--- config.mk ---
export PLATFORM = sky130hd
export DESIGN_NAME = reset_sequencer
export DESIGN_NICKNAME = d
export VERILOG_FILES = /design/src/rtl/rst_seq_pkg.sv /design/src/rtl/rst_seq_wdt.sv /design/src/rtl/reset_sequencer.sv
export SDC_FILE = /design/constraint.sdc
export NUM_CORES = 1
export LEC_CHECK = 0
export ABC_AREA = 1
export CORE_AREA = 10 10 47 49
export CTS_CLUSTER_SIZE = 8
export DETAILED_ROUTE_END_ITERATION = 10
export DIE_AREA = 0 0 57 59
export GPL_ROUTABILITY_DRIVEN = 0
export HOLD_SLACK_MARGIN = 0.06
export PLACE_DENSITY = 0.69
export SLEW_MARGIN = 30
export SYNTH_ARGS = -nofsm -noshare
export SYNTH_HDL_FRONTEND = slang
export SYNTH_SLANG_ARGS = --single-unit
--- constraint.sdc ---
create_clock -name clk -period 2 [get_ports clk]
set_input_delay 0.4 -clock clk [delete_from_list [all_inputs] [get_ports clk]]
set_output_delay 0.4 -clock clk [all_outputs]
set_load 0.05 [all_outputs]
--- src/rtl/rst_seq_pkg.sv ---
// rst_seq_pkg: shared state and reset-cause types for the reset sequencer
package rst_seq_pkg;
   localparam int CAUSE_W = 2;
   typedef enum logic [1:0] {ST_ASSERT, ST_RELEASE, ST_RUN} state_t;
   typedef enum logic [CAUSE_W-1:0] {
      CAUSE_POR  = 2'b00,
      CAUSE_SOFT = 2'b01,
      CAUSE_WDT  = 2'b10
   } cause_t;
endpackage

--- src/rtl/rst_seq_wdt.sv ---
// rst_seq_wdt: watchdog that fires when enabled for WDT_CYCLES cycles without a kick
module rst_seq_wdt #(
   parameter int WDT_CYCLES = 1024
) (
   input  logic clk,
   input  logic reset,
   input  logic enable,
   input  logic kick,
   output logic expire
);
   localparam int W = $clog2(WDT_CYCLES);
   logic [W-1:0] cnt;
   assign expire = enable & ~kick & (cnt == W'(WDT_CYCLES - 1));
   always_ff @(posedge clk)
      cnt <= (reset | ~enable | kick | expire) ? '0 : cnt + 1'b1;
endmodule

--- src/rtl/reset_sequencer.sv ---
// reset_sequencer: staged multi-domain reset release; watchdog restart enabled by RESET_SEQ_WATCHDOG_EN
module reset_sequencer
   import rst_seq_pkg::*;
#(
   parameter int N_DOMAINS    = 3,
   parameter int PULSE_CYCLES = 4,
   parameter int STAGE_DELAY  = 2,
   parameter int WDT_CYCLES   = 1024
) (
   input  logic                 clk,
   input  logic                 reset,
   input  logic                 soft_req,
   input  logic                 wdt_kick,
   output logic [N_DOMAINS-1:0] rst_out,
   output logic                 busy,
   output logic [CAUSE_W-1:0]   cause
);
   localparam int CMAX = PULSE_CYCLES > STAGE_DELAY ? PULSE_CYCLES : STAGE_DELAY;
   localparam int CW   = $clog2(CMAX + 1);
   localparam int IW   = $clog2(N_DOMAINS + 1);
   state_t        state;
   logic [CW-1:0] cnt;
   logic [IW-1:0] idx;
   cause_t        cause_q;
   logic          expire;
   logic          restart;
`ifdef RESET_SEQ_WATCHDOG_EN
   rst_seq_wdt #(.WDT_CYCLES(WDT_CYCLES)) u_wdt (
      .clk    (clk),
      .reset  (reset),
      .enable (state == ST_RUN),
      .kick   (wdt_kick),
      .expire (expire)
   );
`else
   logic unused_kick;
   assign unused_kick = wdt_kick & (WDT_CYCLES > 1);
   assign expire = 1'b0;
`endif
   assign restart = soft_req | expire;
   assign busy    = |rst_out;
   assign cause   = cause_q;
   // releases go in ascending order, so shifting zeros in from bit 0 clears rst_out[idx]
   always_ff @(posedge clk) begin
      if (reset) begin
         state   <= ST_ASSERT;
         cnt     <= '0;
         idx     <= '0;
         rst_out <= '1;
         cause_q <= CAUSE_POR;
      end else if (restart) begin
         state   <= ST_ASSERT;
         cnt     <= '0;
         idx     <= '0;
         rst_out <= '1;
         cause_q <= soft_req ? CAUSE_SOFT : CAUSE_WDT;
      end else if (state == ST_ASSERT) begin
         if (cnt == CW'(PULSE_CYCLES - 1)) begin
            state <= ST_RELEASE;
            cnt   <= '0;
            idx   <= '0;
         end else cnt <= cnt + 1'b1;
      end else if (state == ST_RELEASE) begin
         if (cnt == CW'(STAGE_DELAY - 1)) begin
            rst_out <= rst_out << 1;
            cnt     <= '0;
            idx     <= idx + 1'b1;
            if (idx == IW'(N_DOMAINS - 1)) state <= ST_RUN;
         end else cnt <= cnt + 1'b1;
      end
   end
endmodule

# Yosys cells after proc, flatten, opt, wreduce, memory -nomap -nowiden
# Cells that the tools add are included.
[word_totals]
input_bits = 4
out_inout_bits = 6
wordCells = 35
ff_bits = 11
[classes]
n_mux = 13
n_bitwise = 1
eq_ne = 5
n_reduce_logical = 9
addsub = 2
[ops]
columns = ["cell", "count"]
rows = [
  ["$mux W2", 9],
  ["$mux W3", 4],
  ["$reduce_and A3 Y1", 2],
  ["$reduce_bool A2 Y1", 3],
  ["$reduce_and A4 Y1", 1],
  ["$add A3 B1 Y3 const B", 1],
  ["$eq A3 B1 Y1 const B", 1],
  ["$eq A3 B2 Y1 const B", 1],
  ["$reduce_or A3 Y1", 1],
  ["$add A2 B1 Y2 const B", 1],
  ["$eq A2 B1 Y1 const B", 1],
  ["$eq A2 B2 Y1 const B", 1],
  ["$logic_not A2 Y1", 1],
  ["$ne A2 B1 Y1 const B", 1],
  ["$reduce_or A2 Y1", 1],
  ["$not A1 Y1", 1],
]

# Longest topological paths before layout
[depth]
depth_word = 5
mapped_depth = 7
depth_no_buf = 7

# Least setup slack after synthesis
# Ideal clock, no wire load.
[synth_path]
kind = "reg-to-output"
from = "reg rst_out[0]"
to = "out busy"
path_slack_ns = 0.509
required_ns = 1.600
stages_incl_launch_ff = 3
n_path_buf = 0
arrival_ns = 1.091
path_cell_list = "dfxtp_1 > inv_1 > nand2_1"
[synth_between]
elab_chain_cells = 1
[synth_rtl]
columns = ["element", "line_no", "source"]
rows = [
  ["start: declaration", "reset_sequencer.sv:14", "output logic [N_DOMAINS-1:0] rst_out,"],
  ["start signal: assignment", "reset_sequencer.sv:65", "rst_out <= rst_out << 1;"],
  ["$reduce_or A3 Y1", "reset_sequencer.sv:41", "assign busy = |rst_out;"],
  ["end: declaration", "reset_sequencer.sv:15", "output logic busy,"],
]
# No other way between the ends.

# Worst setup path after layout
[layout_path]
from = "reg rst_out[1]"
to = "out rst_out[1]"
# No word-level cell between the ends.

==> results.json <==
{
  "r2r_slack_ns": 0.77,
  "firstDrtPassIters": 2,
  "clk_pin_slew_worst_paths_ns": 0.07,
  "area_growth_pct": 19.5,
  "dr_total_vias": 456,
  "slowest_delay_ns": 0.82,
  "synthCells": 71,
  "grt_pass1_wl_um": 1740,
  "p_seq_share_pct": 54.9,
  "drv_cap": 0,
  "nets": 91,
  "overflow": 0,
  "cp_top_family": "buffers and inverters",
  "grt_max_degree": 11,
  "vias_per_cell": 4.70,
  "start_kind": "flop",
  "numPortBuffers": 7,
  "wire_per_inst_um": 10.4,
  "finalHoldViolCount": 0,
  "n_antenna_cell": 0,
  "p_leak_nw": 0.278,
  "dieArea_um2": 3360,
  "cts_buffer_depth": 2,
  "ys.warnings.count": 0,
  "power.internal_mw": 0.311,
  "powerDensity_nw_per_um2": 629,
  "fin_cells": 97,
  "ys_ff_latch": 11,
  "grt_pass1_vias": 438,
  "seq_area_frac_synth_pct": 40.5,
  "cp_cell_sequence": "clkdlybuf4s50_1",
  "antenna_found_initial": 0,
  "clock_power_share_pct": 37.0,
  "hold_buffers": 0,
  "cp.required_ns": 1.60,
  "whs_path_depth": 2,
  "yosysTopAreaCell": "dfxtp_1",
  "row_count": 14,
  "netlist_top_cells_area": "dfxtp_1, ha_1, nand2_1",
  "chipHeight_um": 59,
  "totalWireLength_um": 1010,
  "htreeDepth": 1,
  "skew_ns": 0.00334,
  "placed_cells": 93,
  "core_area_um2": 1400,
  "relSlewSlack_pct": 65.9,
  "cts_resized": 0,
  "drive_gt1_share_pct": 16.0,
  "synthesis.area_um2": 544,
  "grtUsageTotal_pct": 6.50,
  "synthDominantCellAreaShare_pct": 40.5,
  "combPwrFrac_pct": 8.1,
  "crit_path_max_fanout": 4,
  "finalMaxSlewViolations": 0,
  "dpl.hpwl_um": 808,
  "ios": 10,
  "finalSetupViolations": 0,
  "endpoint_kind": "output port",
  "start_util_pct": 38.8,
  "crit_slowest_cell": "clkdlybuf4s50_1",
  "tritoncts": "done",
  "clkLatencyLatePin_ns": 0.27,
  "clock-sinks": 11,
  "yosysUniqueCellTypes": 18,
  "ant_nets": 0,
  "n_fill_cell": 138,
  "dieWidth_um": 57,
  "tightestPinTransition_ns": 0.510,
  "synth_area_per_cell_um2": 7.67,
  "cp.depth": 1,
  "fin_crit_sh_pct": 92.6,
  "path_buf_inv": 1,
  "rsz0062_at_grt": "no",
  "setup_tns_ns": 0,
  "post-route-drc-count": 0,
  "swShare_pct": 24.0,
  "layout_min_cycle_time_ns": 1.85,
  "worstSetupPathType": "flop to output port",
  "peakVddDrop_mv": 0.337,
  "status": "complete, no violations",
  "min_path_type": "flop to flop",
  "ctsRootBufferMaster": "clkbuf_4",
  "reg2reg_depth": 7,
  "fmax_ghz": 0.540,
  "first_iter_violations": 4,
  "crit_arrival_ns": 1.45,
  "synth.net_count": 80,
  "post_cts_buffers": 0,
  "cts_buffers": 3,
  "power_switching_mw": 0.0984
}
## placed cells by master, fill, tap and decap left out
cell type | netlist | layout
nand4_1 | 2 | 2
clkdlybuf4s50_1 | 0 | 6
inv_2 | 2 | 2
inv_1 | 7 | 7
nor2_1 | 10 | 10
nor2_2 | 3 | 3
conb_1 | 1 | 1
buf_4 | 1 | 1
xor2_1 | 1 | 1
nand2_1 | 11 | 11
nor2_4 | 1 | 1
clkbuf_4 | 0 | 3
clkbuf_1 | 0 | 1
nand3b_1 | 1 | 1
a21oi_1 | 3 | 3
nand3_1 | 4 | 4
o21ai_1 | 1 | 1
nand2_2 | 3 | 3
ha_1 | 5 | 5
o21ai_0 | 4 | 4
dfxtp_1 | 11 | 11
## per-stage QoR
stage               setup slack [ns]  cell area (um^2)  hold WS (ns)  power, mW  util (%)
floorplan                      0.509               544         0.459      0.254         -
global placement               0.441               624         0.457      0.262      44.6
detailed placement             0.434               624         0.464      0.263      44.6
CTS                            0.143               651         0.476      0.410      46.4
global route                   0.111               651         0.496      0.425      46.4
finish                         0.147               651         0.477      0.409      46.4
## cell type report
type                       instances  area, um^2  share of cell area, %
clock buffer                       4        26.3                   4.04
timing repair buffer               7        67.6                   10.4
tap                               16        20.0                   3.08
sequential                        11         220                   33.8
inverter                           9        33.8                   5.19
multi-input combinational         50         283                   43.5
## synth_stat cells
master     n
nand2_1   11
nand3b_1   1
nand3_1    4
buf_4      1
o21ai_1    1
nor2_4     1
dfxtp_1   11
xor2_1     1
a21oi_1    3
o21ai_0    4
conb_1     1
nor2_1    10
nand4_1    2
ha_1       5
nor2_2     3
inv_1      7
inv_2      2
nand2_2    3
## routing by layer
layer | wire, um | track usage (%)
met1 | 450 | 5.86
met2 | 480 | 11.3
met5 | 0 | 0
met3 | 55 | 3.43
met4 | 22 | 4.03
## state kept, by name (all words and copies together) (netlist names)
signal   flops
cnt          3
rst_out      3
idx          2
state        2
cause        1
## final timing paths
kind | start | endpoint
hold / removal | cause[0] | cause[0]
setup / recovery | rst_out[1] | rst_out[1]
hold reg to reg | cause[0] | cause[0]
setup reg to reg | cnt[0] | cnt[1]
## cells by family (layout without fill, tap and decap cells)
logic type                 count (synthesis)  after routing  share of synthesized area [%]
buffers and inverters                     10             20                           7.59
other                                      1              1                          0.689
AOI/OAI and AO/OA                          8              8                           7.35
DFF                                       11             11                           40.5
adders and majority gates                  5              5                           11.5
xor gates and xnor gates                   1              1                           1.61
and+or+nand+nor                           35             35                           30.8
## power by group through the flow
stage | Combinational (mW) | Sequential, mW | Clock, mW
4_1_cts | 0.0331 | 0.225 | 0.152
5_1_grt | 0.0365 | 0.225 | 0.164
6_report | 0.0330 | 0.225 | 0.152
3_3_place_gp | 0.0323 | 0.230 | 0
2_1_floorplan | 0.0188 | 0.235 | 0
3_5_place_dp | 0.0328 | 0.230 | 0
No activity file was read; power rests on OpenSTA's default activity.
